$ cat src/rtl/cpu_types_pkg.sv
// cpu_types_pkg: shared word, RAM handshake and arbiter FSM types
package cpu_types_pkg;
  typedef logic [31:0] word_t;
  typedef enum logic [1:0] {FREE, BUSY, ACCESS, ERROR} ramstate_t;
  typedef enum logic {IDLE, GRANT} arb_state_t;
endpackage

$ cat src/rtl/rr_picker.sv
// rr_picker: combinational round-robin pick; req[N] and start pointer rr in, any (some request) and idx (first requester at or after rr, wrapping) out
module rr_picker #(
  parameter int N = 2,
  parameter int W = 1
) (
  input  logic [N-1:0] req,
  input  logic [W-1:0] rr,
  output logic         any,
  output logic [W-1:0] idx
);
  logic [W-1:0] j;
  always_comb begin
    any = |req;
    idx = '0;
    j = '0;
    for (int i = N - 1; i >= 0; i--) begin
      j = W'((int'(rr) + i) % N);
      if (req[j]) idx = j;
    end
  end
endmodule

$ cat src/rtl/memory_arbiter.sv
// memory_arbiter: shares one RAM port among CPUS cores' i/d requests (data first, round-robin); CLK/nRST, per-core iREN/iaddr/dREN/dWEN/daddr/dstore in, iwait/dwait/iload/dload out, ramREN/ramWEN/ramaddr/ramstore out, ramload/ramstate in
module memory_arbiter
  import cpu_types_pkg::*;
#(
  parameter int CPUS = 2
) (
  input  logic                   CLK,
  input  logic                   nRST,
  input  logic [CPUS-1:0]        iREN,
  input  logic [CPUS-1:0][31:0]  iaddr,
  input  logic [CPUS-1:0]        dREN,
  input  logic [CPUS-1:0]        dWEN,
  input  logic [CPUS-1:0][31:0]  daddr,
  input  logic [CPUS-1:0][31:0]  dstore,
  output logic [CPUS-1:0]        iwait,
  output logic [CPUS-1:0]        dwait,
  output logic [CPUS-1:0][31:0]  iload,
  output logic [CPUS-1:0][31:0]  dload,
  output logic                   ramREN,
  output logic                   ramWEN,
  output logic [31:0]            ramaddr,
  output logic [31:0]            ramstore,
  input  logic [31:0]            ramload,
  input  ramstate_t              ramstate
);
  localparam int CW = CPUS > 1 ? $clog2(CPUS) : 1;
  arb_state_t state, state_n;
  logic [CW-1:0] gcore, gcore_n, rr, rr_n, d_idx, i_idx;
  logic gdata, gdata_n, d_any, i_any, live, done;
  logic [CPUS-1:0] dreq;
  assign dreq = dREN | dWEN;
  rr_picker #(.N(CPUS), .W(CW)) u_dpick (.req(dreq), .rr(rr), .any(d_any), .idx(d_idx));
  rr_picker #(.N(CPUS), .W(CW)) u_ipick (.req(iREN), .rr(rr), .any(i_any), .idx(i_idx));
  assign live = gdata ? dreq[gcore] : iREN[gcore];
  assign done = state == GRANT && live && ramstate == ACCESS;
  always_ff @(posedge CLK or negedge nRST)
    if (!nRST) begin
      state <= IDLE;
      gcore <= '0;
      gdata <= 1'b0;
      rr <= '0;
    end else begin
      state <= state_n;
      gcore <= gcore_n;
      gdata <= gdata_n;
      rr <= rr_n;
    end
  always_comb begin
    state_n = state;
    gcore_n = gcore;
    gdata_n = gdata;
    rr_n = rr;
    if (state == IDLE) begin
      if (d_any || i_any) begin
        state_n = GRANT;
        gdata_n = d_any;
        gcore_n = d_any ? d_idx : i_idx;
      end
    end else if (done || !live) begin
      state_n = IDLE;
      if (done) rr_n = gcore == CW'(CPUS - 1) ? '0 : gcore + 1'b1;
    end
  end
  always_comb begin
    ramaddr = state == GRANT ? (gdata ? daddr[gcore] : iaddr[gcore]) : '0;
    ramstore = state == GRANT && gdata ? dstore[gcore] : '0;
    ramWEN = state == GRANT && gdata && dWEN[gcore];
    ramREN = state == GRANT && (gdata ? dREN[gcore] && !dWEN[gcore] : 1'b1);
    iwait = '1;
    dwait = '1;
    iwait[gcore] = !(done && !gdata);
    dwait[gcore] = !(done && gdata);
    iload = {CPUS{ramload}};
    dload = {CPUS{ramload}};
  end
endmodule

$ cat config.mk
export PLATFORM = sky130hd
export DESIGN_NAME = memory_arbiter
export DESIGN_NICKNAME = d
export VERILOG_FILES = /design/src/rtl/cpu_types_pkg.sv /design/src/rtl/rr_picker.sv /design/src/rtl/memory_arbiter.sv
export SDC_FILE = /design/constraint.sdc
export NUM_CORES = 1
export LEC_CHECK = 0
export ABC_AREA = 1
export CORE_AREA = 2 2 169 171
export CTS_CLUSTER_SIZE = 16
export DETAILED_ROUTE_END_ITERATION = 12
export DIE_AREA = 0 0 171 173
export PLACE_DENSITY = 0.52
export SLEW_MARGIN = 20
export SYNTH_ARGS = -nofsm -noshare
export SYNTH_HDL_FRONTEND = slang
export SYNTH_SLANG_ARGS = --single-unit
export TNS_END_PERCENT = 50
$ cat constraint.sdc
create_clock -name CLK -period 2.75 [get_ports CLK]
set_clock_uncertainty 0.2 [all_clocks]
set_input_delay 0.55 -clock CLK [delete_from_list [all_inputs] [get_ports CLK]]
set_output_delay 0.55 -clock CLK [all_outputs]
set_load 0.05 [all_outputs]
==> metrics.txt, run 1 <==
Clk Tree Root Cell=clkbuf_16; Max-Cap Viols=0; relative slew slack=71.51%; Syn-to-layout area delta=115.1%; # DRC=0; filler instances=approximately 3100; # rows=61; vias after detailed routing=roughly 3600; fmax=about 0.37 GHz; Placer Congestion=a little over 0.7; CTS max path bufs=2; Placed Cells=just under 1000; synthesized area=around 2700 sq um; Syn Nets=713; Crit Path Max Fanout=4; full die area=29580 sq um; Non-Filler Instances=between 900 and 1000; clk_lat worst skew=between 0.2 and 0.25 ns; core area=roughly 28000 sq um; top cells by area, synth=buf_4 37%, a21oi_1 12%, nand2_1 12%; Data arrival, critical path=roughly 1.9 ns; Initial Utilization=approximately 9.6%; #FFs+latches synth=4; Pleak=roughly 2.2 nW; Worst Reg2Reg Path Length in Cells=8; GRT Total Usage=under 10%; Place WS=-0.002522 ns; final setup violation count=0; post-layout util=about 21%; port buffer count=about 270; post-route clock period utilization=between 90% and 100%; Clock power frac=around 3.3%; Die Y=~170 um; CP Class=in2out; Final Critical Period=between 2 and 3 ns; CP top delay family=buffers and inverters; max incr delay on CP=about 0.5 ns; Min-Delay Path Depth=2; Cell Pwr Density=roughly 1200 nW/um^2; Crit path depth=7; initial drt markers=94; Logic pwr share=between 90% and 100%; Post-CTS Resized=0; hold slack=between 0.2 and 0.3 ns; nets=around 850; share of the synthesized area in the top cell type=about 37%; TritonCTS clock tree=yes; hpwl dp=11.35 mm; RSZ-0062 raised after global routing=false; total grt overflow=0; vias in the first global route=3570; I/O pin total=around 430; share of layout cells above drive strength 1=15.93%; antenna violations before repair=0; post-synthesis average cell area=5.540 sq um; library cells used by synthesis=15; Cell Chain, Critical Path=clkdlybuf4s50_1 -> nor2_1 -> nand2_1 -> nand3_1 -> nor2_2 -> nand4_1 -> buf_12; dominant cell type by area after synthesis=buf_4; largest net degree at the start of global routing=40; H-tree depth=1; Tightest Hold Check Type=reg2reg; sequential share of the synthesized area=3.772%; yosys warns=0; switching share of power=roughly 56%; First-pass DRT Iterations=4; Slowest-stage cell, CP=clkdlybuf4s50_1; CTS buffer count=3; fin. max-slew vios=0; WP buf/inv=2; # diodes=0; CTS sink count=4; number of nets with antenna violations after routing=0; Pint=roughly 3 mW; wire per inst=14.09 um; final wirelength=13.90 mm; status=finished, final reports clean; die width=171 um; post-DR vias/cell=about 3.6; Setup Fix Bufs, Post-CTS=0; Final WS setup=0.08327 ns; CP Data Required Time=2.00 ns; Clock Pin Slew Worst Setup and Hold Paths=0.03 ns; Fin. Hold Viols=0; sequential group share of total power=2.4%; Worst-Margin Slew=approximately 0.43 ns; Switching Power=about 3.8 mW; Crit. End Element=output port; Post-Syn Instances=479; first-pass GRT wire length=~20 mm; crit start category=input pin; Worst IR Drop VDD=around 470 uV; CTS Hold Buffers Added=0
cells in the mapped netlist:
library cell,count
clkbuf_1,15
nand2_1,85
a22oi_1,32
nor2_1,74
buf_1,3
o21ai_1,36
inv_1,8
o21ai_0,3
buf_4,131
nand3_1,4
a21oi_1,66
nand4_1,4
dfrtp_1,4
inv_2,4
buf_2,10
per-stage QoR:
step	area, sq um	TNS (ns)	total power, mW
floorplan	2654	0	3.785
global placement	5627	0	6.610
detailed placement	5627	-0.002522	6.609
CTS	5702	0	6.848
global route	5709	0	7.115
finish	5709	0	6.763
flip-flops by register name (all words and copies together), names as in the netlist:
register and count:
gcore 1, gdata 1, state 1, rr 1
cell usage in the layout (no fill, tap or decap):
cell / n
clkbuf_16: 3
buf_4: 10
buf_12: 75
nand4_1: 4
a22oi_1: 32
dlymetal6s2s_1: 1
nor2_2: 2
dfrtp_4: 1
a21oi_1: 66
nor2_4: 1
o21ai_0: 3
dfrtp_1: 2
dfrtp_2: 1
nand3_1: 4
nand2_1: 85
o21ai_1: 36
nor2_1: 71
clkdlybuf4s50_1: 200
inv_1: 8
inv_2: 4
power by group through the flow:
stage / registers (mW) / clock network [mW] / logic (mW)
floorplan: 0.109 / 0 / 3.68
global placement: 0.173 / 0 / 6.44
detailed placement: 0.168 / 0 / 6.44
CTS: 0.168 / 0.230 / 6.45
global route: 0.172 / 0.237 / 6.71
finish: 0.161 / 0.226 / 6.38
final cells by class:
class                           count  area [sq um]  area share (%)
Clock buffer                        3         75.07           1.315
Inverter                           12         45.04          0.7890
Multi-Input combinational cell    304          1420           24.87
Sequential cell                     4         105.1           1.841
Tap cell                          378         473.0           8.284
Timing Repair Buffer              286          3591           62.90
worst min-delay path, delay by kind of cell (launching register included):
| family | cells | cell delay, ns |
|---|---|---|
| DFF | 1 | 0.34 |
| and+or+nand+nor | 2 | 0.10 |
final timing paths:
check | start | endpoint | slack (ns)
min reg2reg | rr$_DFFE_PN0P_ | rr$_DFFE_PN0P_ | 0.28
min in group asynchronous | nRST | state$_DFF_PN0_ | 0.33
max reg2reg | gcore$_DFFE_PN0P_ | state$_DFF_PN0_ | 0.93
max in group asynchronous | nRST | gcore$_DFFE_PN0P_ | 1.82
min | rr$_DFFE_PN0P_ | rr$_DFFE_PN0P_ | 0.28
max | dREN[1] | iwait[1] | 0.08
cells by family after synthesis:
kind of cell / Yosys count / share of synthesized area, %
flops: 4 / 3.772
simple gates: 167 / 24.19
buf+inv: 171 / 43.19
compound gates: 137 / 28.85
per-layer routing:
layer | vias up | share of wire [%] | global-route usage, %
li1 | 1709 | - | -
met1 | 1565 | 37 | 8.746
met2 | 243 | 49 | 16.35
met3 | 39 | 11 | 2.380
met4 | 0 | 2.3 | 2.366
met5 | - | 0 | 0
(Power assumes the default switching activity.)
==> inputs of run 2 (changes only) <==
PLACE_DENSITY = 0.53   (was 0.52)
clock period = 2.2 ns   (was 2.75 ns; I/O delays follow)
==> run 2 against run 1 <==
The flow now finishes with violations (setup timing). Wire length up 11%. Combinational power up 47%. Global-route usage up 1.0 points. Via count up 3.6%. Clock power up 29%. Critical path depth down 1. Hold slack worse by 0.052 ns. Die area unchanged. Sequential share of layout area down 0.23 points. Power up 46%. Count of clock-buffer cells in the layout unchanged. Register-to-register slack worse by 0.28 ns. Largest cell class unchanged. Highest routed layer unchanged.
==> metrics.txt, run 2 (synthesis gave the netlist of run 1 again) <==
Initial Utilization=under 10%; antenna violations before repair=0; initial drt markers=63; first-pass GRT wire length=~22 mm; post-layout util=between 20% and 30%; wire per inst=around 15 um; M2 GR Usage=17.73%; Syn-to-layout area delta=146.4%; I/O pin total=432; CP top delay family=flip-flops; fin. max-slew vios=0; total grt overflow=0; share of layout cells above drive strength 1=36.08%; Final Critical Period=2.334 ns; fmax=approximately 0.43 GHz; Final WS setup=-0.1343 ns; most common cell after layout, fill and taps aside=clkdlybuf4s50_1; Data arrival, critical path=approximately 1.7 ns; GR Util met1=about 10%; CP Class=reg2out; largest net degree at the start of global routing=34; Max-Cap Viols=0; Switching Power=between 5 and 6 mW; Most Crowded Layer GR=met2; # DRC=0; First-pass DRT Iterations=4; Clock power frac=2.9%; post-route clock period utilization=106.1%; most frequent cells in the layout=195 x clkdlybuf4s50_1, 82 x buf_12, 77 x nand2_1; failing checks=setup timing; crit start category=flop; post-DR vias/cell=3.647; # rows=61; CP Data Required Time=around 1.6 ns; sequential group share of total power=1.9%; CTS max path bufs=2; number of nets with antenna violations after routing=0; CTS Hold Buffers Added=0; Crit Path Max Fanout=11; crit-path most repeated cell=buf_12; Die Y=around 170 um; nets=~870; Crit. End Element=output port; TritonCTS clock tree=yes; vias after detailed routing=about 3700; # diodes=0; Slowest-stage cell, CP=dfrtp_4; vias in the first global route=around 3900; port buffer count=between 200 and 300; H-tree depth=1; Pint=between 4 and 5 mW; CTS sink count=4; Cell Pwr Density=about 1500 nW/um^2; reg2reg end=rr$_DFFE_PN0P_; CTS buffer count=3; clk_lat worst skew=0.23 ns; Placer Congestion=~0.75; Tightest Hold Check Type=in2async; RSZ-0062 raised after global routing=true; Clock Pin Slew Worst Setup and Hold Paths=0.03 ns; switching share of power=53.74%; final setup violation count=45; core area=approximately 28000 sq um; full die area=just under 30000 sq um; Worst IR Drop VDD=642.5 uV; max incr delay on CP=between 0.5 and 0.6 ns; worst r2r src=gcore$_DFFE_PN0P_; Cell Chain, Critical Path=nor2_4 -> buf_12 -> clkbuf_16 -> a22oi_2 -> a21oi_2 -> buf_12; WP buf/inv=3; grt met3 use=3.319%; Clk Tree Root Cell=clkbuf_16; Pleak=2.418 nW; die width=between 150 and 200 um; Worst R2R Setup Slack=about 0.65 ns; filler instances=between 3000 and 4000; Logic pwr share=95.1%; final instance area=roughly 6500 sq um; status=complete, but fails checks; Pwr Total=between 9 and 10 mW; Worst Reg2Reg Path Length in Cells=7; Fin. Hold Viols=0; hpwl dp=12.31 mm; final wirelength=15.44 mm; Post-DP Area=roughly 6000 sq um; GRT Total Usage=9.492%; relative slew slack=approximately 81%; Worst-Margin Slew=a little under 0.3 ns
run 2: changes by cell type in the layout (fill, tap and decap cells not counted), sizes merged:
cell | previous run | this run
clkbuf | 3 | 5
clkdlybuf4s50 | 200 | 195
buf | 85 | 106
dlymetal6s2s | 1 | 0
dlygate4sd2 | 0 | 6
run 2: worst max-delay path by stage:
stage / from / slack (ns) / cells past startpoint / endpoint
final: gcore$_DFFE_PN0P_ / -0.13 / 6 / ramaddr[3]
after global routing: gcore$_DFFE_PN0P_ / -0.19 / 6 / ramaddr[23]
after CTS: gcore$_DFFE_PN0P_ / -0.13 / 6 / ramaddr[29]
after detailed placement: dREN[0] / -0.34 / 7 / dwait[0]
after global placement: dREN[0] / -0.30 / 7 / dwait[0]
after floorplan: gdata$_DFFE_PN0P_ / -0.18 / 4 / ramstore[11]
run 2: routing by layer:
layer	up-vias	routed length, um
met5	-	0
met4	0	405
met3	45	1739
met2	249	7611
met1	1633	5688
li1	1756	-
run 2: area by class of cell:
type | instances | area, sq um | area share (%)
inverter | 12 | 52.55 | 0.8035
multi-input combinational | 304 | 1913 | 29.25
clock buffer | 3 | 75.07 | 1.148
sequential | 4 | 105.1 | 1.607
tap | 378 | 473.0 | 7.232
timing repair buffer | 309 | 3921 | 59.96
run 2: what timing repair did:
item | 4_1_cts | 5_1_grt
setup buffers | 7 | 3
setup endpoints to repair | 70 | 70
gates resized for setup | 90 | 29
cloned | 1 | 2
pin swaps | 21 | 16
run 2: per-stage QoR:
stage / hold slack (ns) / setup slack, ns / setup TNS, ns / instances
after CTS: 0.2289 / -0.1326 / -4.107 / 1006
after floorplan: -0.05559 / -0.1796 / -4.608 / 479
final: 0.2259 / -0.1343 / -3.695 / 1010
after global placement: 0.2579 / -0.2975 / -1.341 / 995
after global routing: 0.2476 / -0.1934 / -7.387 / 1010
after detailed placement: 0.2634 / -0.3433 / -1.551 / 995
run 2: power groups by stage:
stage / logic (mW) / clock network, mW / registers [mW]
4_1_cts: 9.19 / 0.292 / 0.189
3_3_place_gp: 8.48 / 0 / 0.190
2_1_floorplan: 4.77 / 0 / 0.137
5_1_grt: 9.90 / 0.298 / 0.204
6_report: 9.41 / 0.291 / 0.192
3_5_place_dp: 8.48 / 0 / 0.189
